**src/rtl/shift_seq_ctrl_pkg.sv**
```systemverilog
// Shared definitions for the serial shift sequencing controller:
// FSM state encoding and a counter-width helper that never returns zero.
package shift_seq_ctrl_pkg;

    typedef enum logic [1:0] {
        IDLE  = 2'd0,
        SHIFT = 2'd1,
        DONE  = 2'd2
    } state_t;

    // A counter for n states needs at least one bit even when n == 1.
    function automatic int safe_clog2(input int n);
        return (n < 2) ? 1 : $clog2(n);
    endfunction

endpackage

```
**src/rtl/shift_tick_gen.sv**
```systemverilog
// Shift-rate divider: while en is high, tick fires on every DIV-th cycle.
// The count restarts from zero whenever en is low.
module shift_tick_gen
    import shift_seq_ctrl_pkg::*;
#(
    parameter int DIV = 1
) (
    input  logic clk,
    input  logic rst,
    input  logic en,
    output logic tick
);

    localparam int            CW   = safe_clog2(DIV);
    localparam logic [CW-1:0] LAST = CW'(DIV - 1);

    logic [CW-1:0] r_divcnt;

    // NOTE: sequential state uses <= so every flop samples pre-edge values.
    always_ff @(posedge clk) begin
        if (rst || !en) begin
            r_divcnt <= '0;
        end else if (r_divcnt == LAST) begin
            r_divcnt <= '0;
        end else begin
            r_divcnt <= r_divcnt + 1'b1;
        end
    end

    assign tick = en && (r_divcnt == LAST);

endmodule

```
**src/rtl/shift_seq_ctrl.sv**
```systemverilog
// Full-duplex serial shift controller: loads a word on start, shifts it out
// MSB-first while shifting sin in, then pulses done and publishes rx_data.
module shift_seq_ctrl
    import shift_seq_ctrl_pkg::*;
#(
    parameter int WIDTH = 4,
    parameter int DIV   = 1
) (
    input  logic             clk,
    input  logic             rst,
    input  logic             start,
    input  logic [WIDTH-1:0] tx_data,
    input  logic             sin,
    output logic             sout,
    output logic             shift_en,
    output logic             busy,
    output logic             done,
    output logic [WIDTH-1:0] rx_data
);

    localparam int            BW       = $clog2(WIDTH);
    localparam logic [BW-1:0] LAST_BIT = BW'(WIDTH - 1);

    state_t           r_state;
    state_t           w_state_next;
    logic [WIDTH-1:0] r_shreg;
    logic [BW-1:0]    r_bitcnt;
    logic [WIDTH-1:0] r_rx_data;
    logic             w_shift_active;
    logic             w_tick;
    logic             w_last_shift;
    logic [WIDTH-1:0] w_shreg_next;

    assign w_shift_active = (r_state == SHIFT);
    assign w_shreg_next   = {r_shreg[WIDTH-2:0], sin};
    assign w_last_shift   = w_tick && (r_bitcnt == LAST_BIT);

    shift_tick_gen #(
        .DIV (DIV)
    ) u_tick_gen (
        .clk  (clk),
        .rst  (rst),
        .en   (w_shift_active),
        .tick (w_tick)
    );

    always_ff @(posedge clk) begin
        if (rst) begin
            r_state <= IDLE;
        end else begin
            r_state <= w_state_next;
        end
    end

    always_ff @(posedge clk) begin
        if (rst) begin
            r_shreg   <= '0;
            r_bitcnt  <= '0;
            r_rx_data <= '0;
        end else begin
            if (r_state == IDLE && start) begin
                r_shreg  <= tx_data;
                r_bitcnt <= '0;
            end else if (w_tick) begin
                r_shreg  <= w_shreg_next;
                r_bitcnt <= w_last_shift ? '0 : r_bitcnt + 1'b1;
                if (w_last_shift) begin
                    r_rx_data <= w_shreg_next;
                end
            end
        end
    end

    // NOTE: every output of this block is defaulted first so no latch is inferred.
    always_comb begin
        w_state_next = r_state;
        busy         = (r_state != IDLE);
        done         = (r_state == DONE);
        shift_en     = w_tick;
        sout         = busy ? r_shreg[WIDTH-1] : 1'b0;
        case (r_state)
            IDLE:    if (start) w_state_next = SHIFT;
            SHIFT:   if (w_last_shift) w_state_next = DONE;
            DONE:    w_state_next = IDLE;
            default: w_state_next = IDLE;
        endcase
    end

    assign rx_data = r_rx_data;

endmodule

```
**config.mk**
```make
export PLATFORM = sky130hd
export DESIGN_NAME = shift_seq_ctrl
export DESIGN_NICKNAME = d
export VERILOG_FILES = /design/src/rtl/shift_seq_ctrl_pkg.sv /design/src/rtl/shift_tick_gen.sv /design/src/rtl/shift_seq_ctrl.sv
export SDC_FILE = /design/constraint.sdc
export NUM_CORES = 1
export LEC_CHECK = 0
export CAP_MARGIN = 15
export CORE_UTILIZATION = 35
export CTS_CLUSTER_SIZE = 14
export DETAILED_ROUTE_END_ITERATION = 16
export PLACE_DENSITY_LB_ADDON = 0.15
export SLEW_MARGIN = 20
export SYNTH_ARGS = -nofsm -noshare
export SYNTH_HDL_FRONTEND = slang
export SYNTH_HIERARCHICAL = 1
export SYNTH_SLANG_ARGS = --single-unit
```
**constraint.sdc**
```tcl
create_clock -name clk -period 3.09 [get_ports clk]
set_input_delay 0.7725 -clock clk [delete_from_list [all_inputs] [get_ports clk]]
set_output_delay 0.7725 -clock clk [all_outputs]
set_load 0.01 [all_outputs]
```
# Yosys cells after proc, flatten, opt, wreduce, memory -nomap -nowiden
# Index checks and enable logic that the tools add are counted.
dict set report totals {
  wordCells 33
  regBits 13
  out_inout_bits 8
  input_bits 8
}
dict set report classes {
  addsub 2
  mux 7
  reduce_logical 12
  n_eq_ne 5
  bitwise 2
}
# cell n
set ops {}
lappend ops {{4-bit two-way mux} 2}
lappend ops {{2-bit two-way mux} 3}
lappend ops {{2-bit equality test (second input constant)} 2}
lappend ops {{2-bit != test (second input constant)} 2}
lappend ops {{2-bit one-hot mux with 2 select lines} 1}
lappend ops {{2-bit nonzero test} 2}
lappend ops {{2-bit OR reduction} 2}
lappend ops {{1-bit logical AND} 3}
lappend ops {{3-bit AND reduction} 1}
lappend ops {{2-bit by 1-bit adder with 2-bit output (second input constant)} 1}
lappend ops {{2-bit by 1-bit equality test with 1-bit output (second input constant)} 1}
lappend ops {{2-bit logical NOT} 1}
lappend ops {{1-bit inverter} 2}
lappend ops {{2-bit AND reduction} 1}
lappend ops {{1-bit adder (second input constant)} 1}
lappend ops {{1-bit logical NOT} 1}
lappend ops {{1-bit logical OR} 1}
lappend ops {{1-bit two-way mux} 1}

# Longest topological paths before layout
dict set report depth {
  ltp_word 5
  ltp_mapped 6
  depth_no_buf 5
}

# Cells and area by module
# Netlist, hierarchy kept.
# mod area_per_inst_um2 cells_each seq_area_each_um2 instances
set modules_own_cells {}
lappend modules_own_cells {shift_seq_ctrl 548.0 56 240.2 1}
lappend modules_own_cells {shift_tick_gen 37.5 3 20.0 1}

# Worst setup path after synthesis
# Ideal clock, no wire load.
dict set report synth_timing {
  path_kind {input -> register}
  start {in start}
  end {reg r_shreg[1]}
  setup_time_ns 0.137
  path_buffers 1
  t_required_ns 2.953
  path_stages 4
  slack_ns 1.514
  arrival_time_ns 1.439
  path_cell_list {or3b_4 > buf_6 > nor2_1 > a211oi_2}
}
dict set report synth_between {
  elab_chain_cells 2
  word_cells_on_any_way 3
  classes_between {mux: 1; reduce/logical: 2}
}
# item line_no
set synth_rtl {}
lappend synth_rtl {{from (decl)} shift_seq_ctrl.sv:11} ;# input logic start,
lappend synth_rtl {{1-bit logical AND *} shift_seq_ctrl.sv:61} ;# if (r_state == IDLE && start) begin
lappend synth_rtl {{4-bit two-way mux or 2-bit nonzero test (tied branches)} n/a}
lappend synth_rtl {{to (signal assigned)} shift_seq_ctrl.sv:62} ;# r_shreg <= tx_data;
lappend synth_rtl {{to (signal assigned)} shift_seq_ctrl.sv:65} ;# r_shreg <= w_shreg_next;
lappend synth_rtl {{to (decl)} shift_seq_ctrl.sv:26} ;# logic [WIDTH-1:0] r_shreg;
# Every way passes the cells marked *; elsewhere a longest branch is shown, timed or not.
# A chain may end at the register's enable or synchronous reset.

# Worst setup path in the final report
dict set report layout_timing {
  start {reg r_state[0]}
  end {out shift_en}
}
dict set report layout_between {
  elab_chain_cells 2
}
# item line_no
set layout_rtl {}
lappend layout_rtl {{from (decl)} shift_seq_ctrl.sv:24} ;# state_t r_state;
lappend layout_rtl {{from (signal assigned)} shift_seq_ctrl.sv:51} ;# r_state <= w_state_next;
lappend layout_rtl {{2-bit by 1-bit equality test with 1-bit output} shift_seq_ctrl.sv:34} ;# assign w_shift_active = (r_state == SHIFT);
lappend layout_rtl {{via w_shift_active} shift_seq_ctrl.sv:29} ;# logic w_shift_active;
lappend layout_rtl {{1-bit logical AND} shift_tick_gen.sv:30} ;# assign tick = en && (r_divcnt == LAST);
lappend layout_rtl {{to (decl)} shift_seq_ctrl.sv:15} ;# output logic shift_en,
# The timed path passes the listed nets, and every way through them passes these cells.

==> metrics.md <==
| Metric | Value |
|---|---|
| Status | finished, final reports clean |
| Share of cells above drive strength 1 | 13.3% |
| Synth Cell Area | 586 um2 |
| Die W | 42.9 um |
| Overall Global Routing Usage | 13.4% |
| Initial Util | 38.0% |
| Net Count, Synth | 68 |
| Max Transition Viols Final | 0 |
| CTS tree | yes |
| Worst Min Path Start | rx_data[1]$_SDFFE_PP0P_ |
| CTS resizes | 0 |
| Hpwl dp | 764 um |
| CTS max path bufs | 2 |
| Yosys reg bits | 13 |
| Layout area overhead | 30.1% |
| Area of the multi-input gates | 302 um2 |
| Final Hold Viols | 0 |
| Total CTS buffers | 3 |
| Worst Setup Path Type | flop to primary output |
| Hold Path Class | flop to flop |
| Switching share of total power | 24.1% |
| Combinational power share | 14.7% |
| I/O Pins | 16 |
| Peak VDD IR | 203 uV |
| Vias after detailed routing | 461 |
| Worst rel slew slack | 64.4% |
| Vias in the first global route | 436 |
| Final wirelength | 1110 um |
| Root Driver | clkbuf_4 |
| FMAX | 377 MHz |
| Worst Max-Slew Pin Slew | 0.533 ns |
| Min cycle time layout | 2.65 ns |
| RR Startpoint | r_state[0]$_SDFFE_PP0P_ |
| Port buffer count | 15 |
| H-Tree Depth | 1 |
| Antenna Violating Nets Remaining | 0 |
| Setup bufs post-CTS | 0 |
| Power per cell area | 433 nW/um2 |
| Max incr delay on CP | 0.61 ns |
| Syn Area/Cell | 9.92 um2 |
| Cell count of the worst reg-to-reg path | 5 |
| Hold depth | 2 |
| Fillers | 153 |
| Register area | 260 um2 |
| Final Net Count | 85 |
| Worst path arrival time | 1.88 ns |
| Setup TNS | 0 ns |
| Vias per inst | 5.07 |
| First-pass GRT wire length | 1860 um |
| Clk sinks | 13 |
| Residual DRC count | 0 |
| GR Overflow Total | 0 |
| Top cell family by delay on the critical path | simple AND/OR/NAND/NOR gates |
| Critical path buffers and inverters | 1 |
| Reg2reg end | rx_data[3]$_SDFFE_PP0P_ |
| Int Pwr | 0.251 mW |
| Yosys top cell area share | 44.4% |
| Initial antenna violation count | 0 |
| Worst Setup Start Kind | flop |
| Slowest cell on the critical path | clkdlybuf4s50_1 |
| Seq/Total Area, Yosys | 44.4% |
| Pleak | 0.266 nW |
| RSZ-0062 raised after global routing | false |
| Netlist cell types | 22 |
| FP Rows | 14 |
| Worst path required time | 2.32 ns |
| Clk_skew | 0.00341 ns |
| WL per Instance | 12.2 um |
| Total Power | 0.330 mW |
| # diodes | 0 |
| Seq pwr share | 54.6% |
| Top cells by area in the synthesized netlist | dfxtp_1 44%, a211oi_2 8.5%, mux2i_1 8.5% |
| Max-cap violations | 0 |
| Synth warn | 6 |
| Final period util | 85.9% |
| CTS clk-pin slew, worst paths | 0.08 ns |
| Pre-antenna DRT Iters | 4 |
| CTS Hold Buffers Added | 0 |
| CP Cell Sequence | nor2b_1 -> nor2b_4 -> clkdlybuf4s50_1 |
| Die height | 42.9 um |
| Critical path endpoint category | primary output |
| Top cell type by total area after synthesis | dfxtp_1 |
| DIE AREA | 1840 um2 |
| Worst hold endpoint | rx_data[1]$_SDFFE_PP0P_ |
| Drt initial violations | 12 |
| Clock Latency Late Sink | 0.27 ns |
| Post-Syn Instances | 59 |
| Largest net degree at the start of global routing | 14 |
| Setup Viol. Count Final | 0 |
| Critical Path Fanout Max | 13 |
| Sw power | 0.0796 mW |
| Core area | 1540 um2 |
| Final weighted congestion in routability-driven placement | 0.721 |
| Share of total power in the clock network | 30.6% |
| Reg2Reg Setup Slack | 1.47 ns |
-- kinds of logic after synthesis --
| logic type | count (synthesis) | share of synthesized area, % |
|---|---|---|
| buffers and inverters | 4 | 4.06 |
| multiplexers | 5 | 8.55 |
| adder cells (fa/ha/maj) | 1 | 2.14 |
| flip-flops | 13 | 44.4 |
| AND/OR/NAND/NOR | 21 | 23.1 |
| AO/OA/AOI/OAI | 14 | 17.1 |
| other | 1 | 0.640 |
-- metrics by stage --
stage / hold WS, ns / instances / instance area, um2 / utilization [%] / setup WS, ns
after CTS: 0.479 / 91 / 762 / 49.4 / 0.436
after detailed placement: 0.467 / 87 / 736 / 47.7 / 0.744
after floorplan: 0.458 / 59 / 586 / - / 1.51
final: 0.478 / 91 / 762 / 49.4 / 0.436
after global placement: 0.466 / 87 / 736 / 47.7 / 0.779
after global routing: 0.501 / 91 / 762 / 49.4 / 0.319
-- layout by cell type, fill, tap and decap left out --
cell type,instances
mux2i_1,5
dfxtp_1,13
and2_1,1
clkbuf_1,1
a21oi_1,6
conb_1,1
a211oi_2,4
nor2_1,5
nor3b_2,1
nand2_1,1
nor2b_1,2
or3b_4,1
o21ai_0,4
nor3_1,2
nand4_1,4
inv_1,1
nor3b_1,2
clkdlybuf4s50_1,15
clkbuf_4,3
ha_1,1
nor2b_4,1
or2_1,1
-- synth_stat cells --
cell type and count:
a211oi_2 4, a21oi_1 6, and2_1 1, buf_2 1
buf_6 1, clkbuf_1 1, conb_1 1, dfxtp_1 13
ha_1 1, inv_1 1, mux2i_1 5, nand2_1 1
nand4_1 4, nor2_1 5, nor2b_1 2, nor2b_4 1
nor3_1 2, nor3b_1 2, nor3b_2 1, o21ai_0 4
or2_1 1, or3b_4 1
-- routing by layer --
layer,part of all wire [%],wire length (um),GRT usage [%],vias to the layer above
li1,-,-,-,243
met1,48,529,16.6,202
met2,45,500,21.2,14
met3,6.0,66,5.53,2
met4,0.90,10,3.75,0
met5,0,0,0,-
-- power by group through the flow --
| stage | logic [mW] | registers [mW] | clock network (mW) |
|---|---|---|---|
| 2_1_floorplan | 0.0333 | 0.183 | 0 |
| 3_3_place_gp | 0.0489 | 0.184 | 0 |
| 3_5_place_dp | 0.0487 | 0.184 | 0 |
| 4_1_cts | 0.0491 | 0.180 | 0.104 |
| 5_1_grt | 0.0538 | 0.181 | 0.109 |
| 6_report | 0.0486 | 0.180 | 0.101 |
-- area by class of cell --
cell class / instances / share of cell area (%)
Clock buffer: 4 / 3.45
Inverter: 1 / 0.493
Multi-Input combinational cell: 42 / 39.6
Sequential cell: 13 / 34.2
Tap cell: 16 / 2.63
Timing Repair Buffer: 15 / 19.7
-- registers in the layout (all words and copies together), names as in the netlist --
name,flops
r_shreg,4
rx_data,4
r_bitcnt,2
r_state,2
u_tick_gen/r_divcnt,1
-- worst register-to-register path: cells and delay by family, from the launching register on --
kind	cells	cell delay (ns)
compound gates	2	0.27
flops	1	0.40
simple gates	3	0.82
-- worst max path at each step --
stage | from | end | depth (start not counted)
global placement | r_state[0]$_SDFFE_PP0P_ | shift_en | 3
CTS | r_state[0]$_SDFFE_PP0P_ | shift_en | 3
detailed placement | r_state[0]$_SDFFE_PP0P_ | shift_en | 3
floorplan | start | r_shreg[1]$_SDFFE_PP0P_ | 4
finish | r_state[0]$_SDFFE_PP0P_ | shift_en | 3
global route | r_state[0]$_SDFFE_PP0P_ | shift_en | 3
No activity file was read; power rests on OpenSTA's default activity.
==> edit 1 (same flow settings) <==
The parameter `WIDTH` goes from 4 to 2.
--- a/src/rtl/shift_seq_ctrl.sv
+++ b/src/rtl/shift_seq_ctrl.sv
@@ -3,7 +3,7 @@
 module shift_seq_ctrl
     import shift_seq_ctrl_pkg::*;
 #(
-    parameter int WIDTH = 4,
+    parameter int WIDTH = 2,
     parameter int DIV   = 1
 ) (
     input  logic             clk,
Ports: changed (resized rx_data and tx_data); port bits go from 16 to 12. The function was not compared with the original's and may differ.
==> edit 1 against the unedited design <==
The flow now stops in power grid generation. Synthesized cell count is 39% lower. Synthesized area is 42% lower.
==> edit 1: results (changes against the unedited design) <==
Status
  • Status: stopped before the end
  • Stage reached: power grid generation
  • First Err: [ERROR PDN-0185] Insufficient width (27.20 um) to add straps on layer met5 in grid "grid" with total strap width 15.2 um and offset 13.6 um.

Synthesis
  • Compound-Gate Fraction of Synth Area: 11.9% (-5.2 points)
  • Synth warnings: 6 (unchanged)
  • Adder-cell share of the synthesized area: 0% (-2.1 points)
  • Seq/Total Area, Yosys: 47.4% (+3.0 points)
  • Post-synthesis register bit count: 8 (-5)
  • Largest family of logic cells by synthesized area: simple AND/OR/NAND/NOR gates
  • Mux contribution to synthesized area: 5.93% (-2.6 points)
  • Post-synth ARST share: 0% (unchanged)
  • Cells after Synth: 36 (-39%)
  • Synth Net Count: 42 (-38%)
  • Top post-synthesis cells by area: dfxtp_1 47%, mux2i_1 5.9%, a21oi_1 4.4%, a211oi_1 4.4%, nor3b_1 4.4%
  • XOR/XNOR Fraction of Synth Area: 2.59% (+2.6 points)
  • Post-synthesis cell area: 338 um2 (-42%)
  • Synth cell count leaders: 8 x dfxtp_1, 3 x a21oi_1, 3 x nor2_1
  • Count of cell types in the netlist: 20 (-9.1%)
## edit 1: cell types whose count changed after synthesis, sizes merged, moves of 2 or more
| cell | unedited run | this run |
|---|---|---|
| a211oi | 4 | 2 |
| dfxtp | 13 | 8 |
| nor2 | 5 | 3 |
| o21ai | 4 | 2 |
| nand4 | 4 | 2 |
| a21oi | 6 | 3 |
| mux2i | 5 | 2 |
## edit 1: kinds of logic after synthesis
family          count (synthesis)
xor+xnor                        1
simple gates                   15
flops                           8
mux                             2
buf+inv                         2
other cells                     1
compound gates                  7
==> edit 2 (same settings) <==
Without the edit above. The 3 states of `state_t` get a one-hot encoding in 3 bits.
--- a/src/rtl/shift_seq_ctrl_pkg.sv
+++ b/src/rtl/shift_seq_ctrl_pkg.sv
@@ -2,10 +2,10 @@
 // FSM state encoding and a counter-width helper that never returns zero.
 package shift_seq_ctrl_pkg;
 
-    typedef enum logic [1:0] {
-        IDLE  = 2'd0,
-        SHIFT = 2'd1,
-        DONE  = 2'd2
+    typedef enum logic [2:0] {
+        IDLE  = 3'b001,
+        SHIFT = 3'b010,
+        DONE  = 3'b100
     } state_t;
 
     // A counter for n states needs at least one bit even when n == 1.
Formal check against the unedited RTL: no difference found for any inputs over 10 cycles, from zero or initial values and one cycle with rst high; not proved beyond that.
==> edit 2 against the unedited design <==
Power grew 13%. Final area grew 10%. Worst hold slack gained 25 ps. Synthesized area grew 9.6%. Worst setup slack lost 51 ps. Wire length grew 5.2%. Utilization shrank 0.88 points. Sequential power grew 8%. Sequential cell count grew 1. Critical path type unchanged. Largest power group unchanged. Highest routed layer unchanged.
==> edit 2: results (changes against the unedited design) <==
Final layout
  • Area grow syn2layout: 30.6%
  • Layout cells sized above 1: 19.5% (+6.1 points)
  • Fin nets: 87 (+2.4%)
  • Layout fillers: 174 (+14%)

Status
  • Status: finished clean

Pwr
  • VDD IR max: 0.261 mV (+29%)
  • LEAKAGE: 0.275 nW (+3.4%)

Synthesis
  • Mean Syn Cell Area: 10.5 um2 (+6.0%)
  • Synth Net Count: 70 (+2.9%)
  • Top post-synthesis cells by area: dfxtp_1 44%, mux2i_1 9.4%, a211oi_2 7.8%, a21oi_2 5.5%, nand4_1 3.9%
  • Synth cell count leaders: 14 x dfxtp_1, 6 x mux2i_1, 6 x nor2_1
  • Seq/Total Area, Yosys: 43.7% (-0.78 points)
  • Count of cell types in the netlist: 23 (+4.5%)

Routing
  • WL/cell: 11.4 um (-6.1%)
  • Detailed Routing Iterations Pass 1: 3 (-1)
  • Iter 0 DRT Violations: 7 (-5)
  • Final WL: 1160 um (+5.2%)
  • Post-DR vias/cell: 4.77 (-5.8%)

GRT
  • First-pass GRT wire length: 1900 um (+2.6%)
  • Gr usage total: 13.1% (-0.27 points)
  • Vias in the first global route: 436 (unchanged)

Hold path
  • Hold Path Cell Cnt: 2 (unchanged)
  • HP Start: r_shreg[2]
  • Worst hold path endpoint: rx_data[3]

Worst setup path
  • Max FO, Critical Path: 12 (-1)
  • Worst R2R Start: r_state[1]
  • Critical path arrival: 1930 ps (+50 ps)
  • R2R setup slack: 1400 ps (-70 ps)
  • Reg-to-reg endpoint: rx_data[2]

Placement
  • IO buf count: 15 (unchanged)
  • Gp weighted congestion: 0.649 (-10%)
  • Setup WS pre-CTS: 697 ps (-47.5 ps)
  • Detailed placement HPWL: 825 um (+7.9%)
  • Placed Cells: 98 (+13%)
  • DP Area: 802 um2 (+9.0%)

STA
  • Fin Clk Skew: 4.14 ps (+0.732 ps)
  • Worst slew margin: 58.1% (-6.3 points)

Clock tree
  • Worst skew pair latency: 280 ps
[edit 2: cell count changes after synthesis, moves of 2 or more]
cell | unedited run | this run
o21ai_1 | 0 | 4
o21ai_0 | 4 | 0
nor2b_1 | 2 | 0
a21oi_1 | 6 | 1
a21oi_2 | 0 | 4
[edit 2: per-layer routing]
| layer | vias up | wire (um) | share of wire (%) | track usage, % |
|---|---|---|---|---|
| li1 | 254 | - | - | - |
| met1 | 223 | 594 | 51 | 17.8 |
| met2 | 8 | 505 | 43 | 18.5 |
| met3 | 2 | 52 | 4.5 | 2.80 |
| met4 | 0 | 12 | 1.0 | 9.09 |
| met5 | - | 0 | 0 | 0 |
[edit 2: worst max-delay path, cell delays in order, from the launching register on]
cell             delay (ps)
dfxtp_1                 380
nor3b_2                 270
nor2b_4                 400
clkdlybuf4s50_1         610
[edit 2: cells by family (layout without fill, tap and decap cells)]
logic type / after synthesis / count (layout) / synth area share [%]
and+or+nand+nor: 21 / 21 / 21.6
AOI/OAI and AO/OA: 14 / 14 / 18.3
DFF: 14 / 14 / 43.7
muxes: 6 / 6 / 9.36
buffers and inverters: 4 / 20 / 4.48
adders and majority gates: 1 / 1 / 1.95
other: 1 / 1 / 0.584
[edit 2: worst max path at each step]
stage,start,end,slack [ps],cells past startpoint
floorplan,r_state[0],sout,1340,2
global placement,r_state[1],shift_en,720,3
detailed placement,r_state[1],shift_en,700,3
CTS,r_state[1],shift_en,370,3
global route,r_state[1],shift_en,250,3
finish,r_state[1],shift_en,390,3
[edit 2: cell type report]
type	count	area share, %
Multi-Input combinational cell	43	39.7
Sequential cell	14	33.4
Timing Repair Buffer	16	18.8
Clock buffer	4	4.33
Tap cell	25	3.73
[edit 2: through the flow]
stage / hold slack, ps / power [W]
floorplan: 469 / 0.000229
global placement: 491 / 0.000246
detailed placement: 499 / 0.000246
CTS: 511 / 0.000377
global route: 523 / 0.000389
finish: 503 / 0.000373
[edit 2: power by group]
group / leakage [nW] / switching, W / internal (W)
registers: 0.115 / 0.00000612 / 0.000188
clock network: 0.0210 / 0.0000607 / 0.0000716
logic: 0.139 / 0.0000217 / 0.0000251
